==> src/rtl/serial_paralelo_if.sv <==
// Lane-side signals of the RX deserializer: serial bit in, aligned byte out.
interface serial_paralelo_if;
   logic       data_in;
   logic [7:0] data_out;
   logic       valid_out;
   logic       active;

   modport master (output data_in, input data_out, valid_out, active);
   modport slave  (input data_in, output data_out, valid_out, active);
endinterface

==> src/rtl/serial_paralelo.sv <==
// Per-lane RX deserializer: hunts COM alignment bit by bit, locks after
// BC_COUNT boundary-aligned COMs, then strobes out every non-COM byte.
module serial_paralelo #(
   parameter logic [7:0]  COM      = 8'hBC,
   parameter int unsigned BC_COUNT = 4
) (
   input  logic             clk_32f,
   input  logic             reset,
   serial_paralelo_if.slave bus
);

   typedef enum logic [1:0] {SEARCH, SYNC, LOCKED} state_t;

   localparam logic [3:0] BC_LIM = 4'(BC_COUNT);

   state_t     state, state_nxt;
   logic [6:0] sr;
   logic [2:0] bit_cnt, bit_cnt_nxt;
   logic [3:0] com_cnt, com_cnt_nxt;
   logic [7:0] data_q, data_nxt;
   logic       valid_q, valid_nxt;
   logic       active_q, active_nxt;
   logic [7:0] w;
   logic       boundary;

   assign w        = {sr, bus.data_in};
   assign boundary = (bit_cnt == 3'd7);

   assign bus.data_out  = data_q;
   assign bus.valid_out = valid_q;
   assign bus.active    = active_q;

   always_ff @(posedge clk_32f or negedge reset) begin
      if (!reset) begin
         state    <= SEARCH;
         sr       <= '0;
         bit_cnt  <= '0;
         com_cnt  <= '0;
         data_q   <= '0;
         valid_q  <= 1'b0;
         active_q <= 1'b0;
      end else begin
         state    <= state_nxt;
         sr       <= w[6:0];
         bit_cnt  <= bit_cnt_nxt;
         com_cnt  <= com_cnt_nxt;
         data_q   <= data_nxt;
         valid_q  <= valid_nxt;
         active_q <= active_nxt;
      end
   end

   always_comb begin
      state_nxt   = state;
      bit_cnt_nxt = bit_cnt;
      com_cnt_nxt = com_cnt;
      data_nxt    = data_q;
      valid_nxt   = 1'b0;
      active_nxt  = active_q;

      case (state)
         SEARCH: begin
            // Bit-slip hunt: every edge is a candidate alignment.
            if (w == COM) begin
               bit_cnt_nxt = '0;
               com_cnt_nxt = 4'd1;
               if (BC_LIM == 4'd1) begin
                  state_nxt  = LOCKED;
                  active_nxt = 1'b1;
               end else begin
                  state_nxt = SYNC;
               end
            end
         end

         SYNC: begin
            bit_cnt_nxt = bit_cnt + 3'd1;
            if (boundary) begin
               if (w == COM) begin
                  com_cnt_nxt = com_cnt + 4'd1;
                  if (com_cnt + 4'd1 == BC_LIM) begin
                     state_nxt  = LOCKED;
                     active_nxt = 1'b1;
                  end
               end else begin
                  state_nxt   = SEARCH;
                  com_cnt_nxt = '0;
               end
            end
         end

         LOCKED: begin
            // Only reset leaves LOCKED; COM bytes are idle fill and are dropped.
            bit_cnt_nxt = bit_cnt + 3'd1;
            if (boundary && (w != COM)) begin
               data_nxt  = w;
               valid_nxt = 1'b1;
            end
         end

         default: state_nxt = SEARCH;
      endcase
   end

endmodule

==> src/flat_wrapper.sv <==
// flat-port wrapper written by rule: the top's interface ports become plain ports
module serial_paralelo_flat 
#(
   parameter logic [7:0]  COM      = 8'hBC,
   parameter int unsigned BC_COUNT = 4
)
  (clk_32f, reset, bus_data_in, bus_data_out, bus_valid_out, bus_active);
  serial_paralelo_if bus_i ();
  input  logic clk_32f;
  input  logic reset;
  input wire logic [$bits(bus_i.data_in)-1:0] bus_data_in;
  output wire logic [$bits(bus_i.data_out)-1:0] bus_data_out;
  output wire logic [$bits(bus_i.valid_out)-1:0] bus_valid_out;
  output wire logic [$bits(bus_i.active)-1:0] bus_active;
  assign bus_i.data_in = bus_data_in;
  assign bus_data_out = bus_i.data_out;
  assign bus_valid_out = bus_i.valid_out;
  assign bus_active = bus_i.active;
  serial_paralelo #(.COM(COM), .BC_COUNT(BC_COUNT)) u_core (.clk_32f(clk_32f), .reset(reset), .bus(bus_i));
endmodule
==> config.mk <==
export PLATFORM = sky130hd
export DESIGN_NAME = serial_paralelo_flat
export DESIGN_NICKNAME = d
export VERILOG_FILES = /design/src/rtl/serial_paralelo_if.sv /design/src/rtl/serial_paralelo.sv /design/src/flat_wrapper.sv
export SDC_FILE = /design/constraint.sdc
export NUM_CORES = 1
export LEC_CHECK = 0
export BUFFER_PORTS_ARGS = -buffer_cell sky130_fd_sc_hd__buf_2
export CORE_MARGIN = 5
export CORE_UTILIZATION = 40
export DETAILED_ROUTE_END_ITERATION = 12
export PLACE_DENSITY = 0.6
export SETUP_SLACK_MARGIN = 0.4
export SYNTH_ARGS = -nofsm -noshare
export SYNTH_HDL_FRONTEND = slang
export SYNTH_SLANG_ARGS = --single-unit
==> constraint.sdc <==
create_clock -name clk_32f -period 2 [get_ports clk_32f]
set_input_delay 0.2 -clock clk_32f [delete_from_list [all_inputs] [get_ports clk_32f]]
set_output_delay 0.2 -clock clk_32f [all_outputs]
set_load 0.01 [all_outputs]
# Word-level counts from Yosys, hierarchy flattened
# Cells that the tools add are included.
[word_totals] input_bits=3 wordCells=42 regBits=26 output_inout_bits=10
[op_classes] bitwise=1 reduce_logical=10 add_sub_neg=2 eq_ne=9 muxes=13
[op_table] operator="4-bit two-way mux" n=3
[op_table] operator="8-bit equality test (second input constant)" n=1
[op_table] operator="2-bit two-way mux" n=4
[op_table] operator="8-bit inequality test (second input constant)" n=1
[op_table] operator="4-bit case mux with 2 select lines" n=1
[op_table] operator="4-bit AND reduction" n=2
[op_table] operator="2-bit case mux with 3 select lines" n=1
[op_table] operator="3-bit case mux with 2 select lines" n=1
[op_table] operator="4-bit by 1-bit adder with 4-bit output (second input constant)" n=1
[op_table] operator="4-bit by 3-bit equality test with 1-bit output (second input constant)" n=1
[op_table] operator="2-bit by 1-bit inequality test with 1-bit output (second input constant)" n=2
[op_table] operator="2-bit AND reduction" n=2
[op_table] operator="2-bit nonzero test" n=2
[op_table] operator="3-bit by 1-bit adder with 3-bit output (second input constant)" n=1
[op_table] operator="3-bit equality test (second input constant)" n=1
[op_table] operator="3-bit two-way mux" n=1
[op_table] operator="3-bit inequality test (second input constant)" n=1
[op_table] operator="3-bit AND reduction" n=1
[op_table] operator="2-bit by 1-bit equality test with 1-bit output (second input constant)" n=1
[op_table] operator="2-bit equality test (second input constant)" n=1
[op_table] operator="2-bit logical NOT" n=1
[op_table] operator="1-bit two-way mux" n=2
[op_table] operator="2-bit OR reduction" n=1
[op_table] operator="1-bit logical AND" n=1
[op_table] operator="1-bit NOT" n=1

# Longest topological paths before layout
# Gate-level depths: netlist of the first run.
[logic_depth] ltp_word=6 mapped_depth=7 mapped_depth_nobuf=6

# Worst setup path after synthesis of the first run
# No wires, ideal clock.
[synth_timing] path_type="reg-to-reg" from="register u_core.sr[5]" to="register u_core.data_q[0], in the netlist u_core.bus.data_out[0]" arrival_ns=1.695 path_slack_ns=0.180 path_buffers=2 synth_period_minus_slack_ns=1.820 setup_time_ns=0.125 stages_incl_launch_ff=7 t_required_ns=1.875 path_cell_list="dfrtp_1 -> nand4b_1 -> or4_1 -> buf_2 -> and3_4 -> buf_6 -> mux2_4"
[synth_between] elab_chain_len=3
[synth_rtl] item="from (decl)" line_no="serial_paralelo.sv:17" source="logic [6:0] sr;"
[synth_rtl] item="from (signal assigned)" line_no="serial_paralelo.sv:44" source="sr <= w[6:0];"
[synth_rtl] item="8-bit inequality test" line_no="serial_paralelo.sv:95" source="if (boundary && (w != COM)) begin"
[synth_rtl] item="1-bit logical AND" line_no="serial_paralelo.sv:95"
[synth_rtl] item="2-bit AND reduction (no source line)"
[synth_rtl] item="to (signal assigned)" line_no="serial_paralelo.sv:47" source="data_q <= data_nxt;"
[synth_rtl] item="to (decl)" line_no="serial_paralelo.sv:20" source="logic [7:0] data_q, data_nxt;"
# No other way between the ends.
# A chain may end at the register's enable or synchronous reset.

# Final worst setup path of the first run
[layout_timing] from="register u_core.sr[5]" to="register u_core.com_cnt[3]"
[layout_between] elab_chain_len=4 elab_cells_between_ends=6 classes_between="eq/ne (2); mux (3); reduce/logical (1)"
[layout_rtl] item="8-bit equality test (*)" line_no="serial_paralelo.sv:64, serial_paralelo.sv:79"
[layout_rtl] item="4-bit two-way mux" line_no="serial_paralelo.sv:79" source="if (w == COM) begin"
[layout_rtl] item="4-bit two-way mux" line_no="serial_paralelo.sv:78" source="if (boundary) begin"
[layout_rtl] item="4-bit case mux with 2 select lines" line_no="serial_paralelo.sv:61" source="case (state)"
[layout_rtl] item="to (signal assigned)" line_no="serial_paralelo.sv:46" source="com_cnt <= com_cnt_nxt;"
[layout_rtl] item="to (decl)" line_no="serial_paralelo.sv:19" source="logic [3:0] com_cnt, com_cnt_nxt;"
# Mark *: on every way between the ends. The rest lies on a longest branch, timed or not. The select of a mux whose other input is x is not followed.

==> metrics.cfg, run 1 <==
[drt]
ant_nets=0
drt_iter0_drc=28
avgViaCountPerCell=5.69
first_pass_iters=4
wl_per_cell_um=15.4
route.detailed.drc=0
vias=842
drt_wl_total_um=2280

[logic_synthesis]
synth_top_area_cell=dfrtp_1
yosys_warnings=0
yosysTopAreaCellShare=0.551
syn-num-nets=100
avgSynthCellArea_um2=13.0
ys_ff_latch=26
yosysUniqueCellTypes=35
syn_inst=91
synth_area_um2=1180
yosysSeqAreaShare=0.551
synth_area_leaders=dfrtp_1 55%, mux2_4 10%, ha_1 6.4%

[timing]
drv_slew=0
hold_viol_final=0
totalNegativeSetupSlack_ns=0
relSlewSlack=0.626
whs_ns=0.0443
fmax_mhz=573
final.setup.worst_slack_ns=0.256
skew_ns=0.00542
tightest_slew_ns=0.560
rsz0062_at_grt=yes
period_share=0.872
setup_violations=0
min_period_ns=1.74

[grt]
antenna_found_initial=0
grt_max_degree=27
globalRouteOverflowTotal=0
grt_pass1_vias=863
track_usage=0.118
grt_pass1_wl_um=3950

[worst_setup_path]
crit_path_max_fanout=3
start_kind=flip-flop
worst-endpoint-required_ns=2.25
r2r-end=u_core.com_cnt[3]
crit_type=flip-flop to flip-flop
cp-end-kind=flip-flop
r2r_cells=4
crit_slowest_cell=or4_4
path_buf_inv=0
slowest_delay_ns=0.53
reg2reg_from=u_core.sr[5]
worstPathCellList=nand4b_1, or4_4, or4_4, o2111ai_2
crit_family=simple AND/OR/NAND/NOR gates
critPathMostFrequentCell=or4_4
critPathArrivalTime_ns=1.99
regToRegSetupSlack_ns=0.26

[final_layout]
fillers=223
n_antenna_cell=0
design_area_um2=1490
finalNetCount=127
area_growth_syn_to_layout_pct=26.2
drive_above_1_share=0.436
finalNonFillerCells=148

[floorplanning]
core_um2=2780
die_w_um=64.3
die_area_um2=4140
die_h_um=64.3
rows=19
ioPinCount=13
start_util=0.424

[run_status]
status=complete, no violations

[clocking]
clock-sinks=26
cts-buffers-inserted=3
cts_max_path_buffers=2
cts_tree=yes
clk_pin_slew_worst_paths_ns=0.14
h-tree-depth=1
insertion_delay_ns=0.32
cts-root-buf=clkbuf_4

[placement]
port_buffers=12
place_ws_ns=0.218
post_dp_cell_area_um2=1290
place_congestion=0.841
dpl.hpwl_um=1500
place_inst=135

[pwr]
powerDensity_nw_per_um2=874
vdd_drop_max_mv=0.755
cellLeakagePower_nw=0.723

[worst_hold_path]
hold_end=u_core.sr[0]
hold_depth=1
hold_path_class=input port to flip-flop
min-delay-start=bus_data_in

[flow_run]
drv_cap=0

==> power by group <==
part / internal [W] / switching (W)
Sequential: 0.000572 / 0.0000568
Combinational: 0.000166 / 0.000146
Clock: 0.000203 / 0.000157
==> how the worst max path moves through the flow <==
stage                                   endpoint  slack (ns)  depth (start not counted)         start
after floorplan           u_core.bus.data_out[0]        0.18                          6  u_core.sr[5]
after global placement         u_core.com_cnt[3]        0.26                          4  u_core.sr[5]
after detailed placement       u_core.com_cnt[3]        0.22                          4  u_core.sr[5]
after CTS                      u_core.com_cnt[3]        0.25                          4  u_core.sr[5]
after global routing      u_core.bus.data_out[2]        0.20                          4  u_core.sr[5]
final                          u_core.com_cnt[3]        0.26                          4  u_core.sr[5]
==> kinds of logic after synthesis <==
logic type / share of synthesized area
AND/OR/NAND/NOR: 0.128
flip-flops: 0.551
adder cells (fa/ha/maj): 0.0636
buffers and inverters: 0.0329
multiplexers: 0.102
AO/OA/AOI/OAI: 0.122
==> flip-flops by register name, summed over array words and instances (netlist names) <==
register / flops
u_core.bus.data_out: 8
u_core.sr: 7
u_core.com_cnt: 4
u_core.bit_cnt: 3
u_core.state: 2
u_core.bus.active: 1
u_core.bus.valid_out: 1
==> layer usage <==
| layer | wire, um | vias up | track usage |
|---|---|---|---|
| met5 | 0 | - | 0 |
| met4 | 32 | 0 | 0.0382 |
| met3 | 98 | 4 | 0.0333 |
| met2 | 1120 | 18 | 0.185 |
| met1 | 1030 | 423 | 0.155 |
| li1 | - | 397 | - |
==> cells in the mapped netlist (all sizes together) <==
library cell	number
a21o	2
a21oi	2
a22o	1
a311o	1
a31o	1
a32o	3
a41o	1
and3	1
and3b	1
and4	1
buf	2
clkbuf	1
dfrtp	26
ha	6
inv	5
mux2	8
nand2	5
nand2b	2
nand3	1
nand3b	1
nand4	2
nand4b	1
nor2	2
nor2b	1
nor3b	1
nor4	1
nor4b	1
o2111ai	1
o211ai	1
o21ai	4
o22ai	1
o41ai	1
or3	1
or4	2
==> layout by cell type, fill, tap and decap left out, drive strengths merged <==
cell type,count
dfrtp,26
buf,24
mux2,8
ha,6
inv,5
nand2,5
o21ai,4
a32o,3
clkbuf,3
or4,2
nand4,2
nand2b,2
a21o,2
nor2,2
a21oi,2
nand4b,1
and3,1
nor4,1
nor2b,1
o211ai,1
o22ai,1
o41ai,1
and4,1
or3,1
nor3b,1
a31o,1
a22o,1
a41o,1
nand3,1
o2111ai,1
and3b,1
nor4b,1
nand3b,1
a311o,1
bufinv,1
dlygate4sd3,1
==> area by class of cell <==
| type | count | area, um2 | area share |
|---|---|---|---|
| sequential | 26 | 651 | 0.437 |
| multi-input combinational | 57 | 564 | 0.379 |
| timing repair buffer | 25 | 164 | 0.110 |
| tap | 31 | 38.8 | 0.0261 |
| clock inverter | 1 | 30.0 | 0.0202 |
| clock buffer | 3 | 22.5 | 0.0151 |
| inverter | 5 | 18.8 | 0.0126 |
==> through the flow <==
stage,total power [W],utilization
2_1_floorplan,0.000794,-
3_3_place_gp,0.000864,0.465
3_5_place_dp,0.000871,0.465
4_1_cts,0.00128,0.518
5_1_grt,0.00138,0.535
6_report,0.00130,0.535
==> timing repair <==
action	in CTS	in global routing
endpoints found under the setup margin	14	17
pin swaps	0	2
buffers inserted	5	3
resized for setup	10	6
hold endpoints to repair	26	0
hold buffers	1	0
No activity file was read; power rests on OpenSTA's default activity.
==> inputs of run 2 (changes only) <==
- BUFFER_PORTS_ARGS: -buffer_cell sky130_fd_sc_hd__buf_2 -> not set
- CTS_CLUSTER_DIAMETER: not set -> 120
- DONT_BUFFER_PORTS: not set -> 1
- PLACE_DENSITY: 0.6 -> 0.54
==> metrics.cfg, run 2 (same netlist as run 1, synthesis figures left out) <==
[worst_setup_path]
crit_type=flip-flop to flip-flop
reg2reg_from=u_core.sr[0]
start_kind=flip-flop
cp-end-kind=flip-flop
crit_path_start=u_core.sr[0]
r2r_cells=3
worst-endpoint-required_ns=2.24
crit_path_max_fanout=5
r2r-end=u_core.com_cnt[3]
crit_end=u_core.com_cnt[3]
critPathArrivalTime_ns=1.97
regToRegSetupSlack_ns=0.27

[floorplanning]
start_util=0.424
die_area_um2=4140
die_w_um=64.3
ioPinCount=13
die_h_um=64.3
core_um2=2780
rows=19

[drt]
drt_wl_total_um=2300
avgViaCountPerCell=5.73
drt_iter0_drc=22
vias=802
ant_nets=0
wl_per_cell_um=16.4
first_pass_iters=5
route.detailed.drc=0

[placement]
place_congestion=0.755
place_ws_ns=0.244
port_buffers=0
dpl.hpwl_um=1460

[clocking]
cts_tree=yes
clk_pin_slew_worst_paths_ns=0.14
cts-buffers-inserted=3
cts_max_path_buffers=2
insertion_delay_ns=0.32
clock-sinks=26
cts-root-buf=clkbuf_4
h-tree-depth=1

[final_layout]
largest_reg_flops=8
final_common_cell=dfrtp_1
finalNetCount=119
fillers=221
drive_above_1_share=0.385
final_util=0.535
area_growth_syn_to_layout_pct=26.1
layout_common_cells=26 x dfrtp_1, 12 x buf_4, 8 x mux2_4, 5 x inv_1, 5 x nand2_1
n_antenna_cell=0
regArea_um2=651
multiInputGateArea_um2=576

[pwr]
p_sw_w=0.000368
power.internal_w=0.000959
vdd_drop_max_mv=0.557
p_sw_frac=0.277
cellLeakagePower_nw=0.682
p_clk_frac=0.268
seq_power_share=0.473
pwr-share-comb=0.259
powerDensity_nw_per_um2=892

[worst_hold_path]
hold_path_class=input port to flip-flop

[grt]
grt_max_degree=27
track_usage=0.115
grt_pass1_wl_um=3810
antenna_found_initial=0
globalRouteOverflowTotal=0
grt_pass1_vias=809

[timing]
drv_slew=0
totalNegativeSetupSlack_ns=0
hold_viol_final=0
whs_ns=0.221
setup_violations=0
relSlewSlack=0.820
tightest_slew_ns=0.268
fmax_mhz=579
skew_ns=0.00171
final.setup.worst_slack_ns=0.272
period_share=0.864
min_period_ns=1.73
rsz0062_at_grt=yes

[run_status]
status=complete, no violations

[flow_run]
drv_cap=0

-- run 2: timing repair --
| action | in CTS | in global routing |
|---|---|---|
| setup buffers | 4 | 5 |
| pin swaps | 0 | 1 |
| endpoints found under the setup margin | 15 | 17 |
| hold endpoints to repair | 27 | 1 |
| hold buffers | 3 | 1 |
| resized for setup | 6 | 13 |
-- run 2: power by group through the flow --
stage	Combinational [W]	Sequential [W]	Clock, W
after floorplan	0.000174	0.000620	0
after global placement	0.000220	0.000631	0
after detailed placement	0.000228	0.000632	0
after CTS	0.000272	0.000622	0.000365
after global routing	0.000377	0.000635	0.000387
final	0.000343	0.000627	0.000356
-- run 2: worst min-delay path by stage --
stage / start / end / slack [ns] / cells past startpoint
finish: bus_data_in / u_core.com_cnt[3] / 0.22 / 3
global route: bus_data_in / u_core.com_cnt[3] / 0.20 / 3
CTS: bus_data_in / u_core.bus.data_out[0] / 0.009 / 1
detailed placement: reset / u_core.bus.data_out[1] / -0.09 / 0
global placement: reset / u_core.bus.data_out[1] / -0.09 / 0
floorplan: reset / u_core.bit_cnt[0] / -0.1 / 0
-- run 2: cell type report --
cell class                 instances  area share
clock inverter                     1      0.0202
clock buffer                       3      0.0151
sequential                        26       0.437
multi-input combinational         57       0.387
tap                               31      0.0261
timing repair buffer              17       0.102
inverter                           5      0.0126
-- run 2: worst max-delay path, stage by stage (launching register included) --
cell       delay, ns
dfrtp_1         0.47
or4_4           0.57
or4_1           0.51
o2111ai_1       0.10
-- run 2: layer usage --
layer	GRT usage	up-vias	wire, um
li1	-	375	-
met1	0.156	407	1020
met2	0.177	18	1170
met3	0.0263	2	97
met4	0.0458	0	18
met5	0	-	0
-- run 2: through the flow --
step	power [W]	area (um2)	std cells
after floorplan	0.000794	1180	91
after global placement	0.000851	1230	123
after detailed placement	0.000860	1230	123
after CTS	0.00126	1390	134
after global routing	0.00140	1490	140
final	0.00133	1490	140
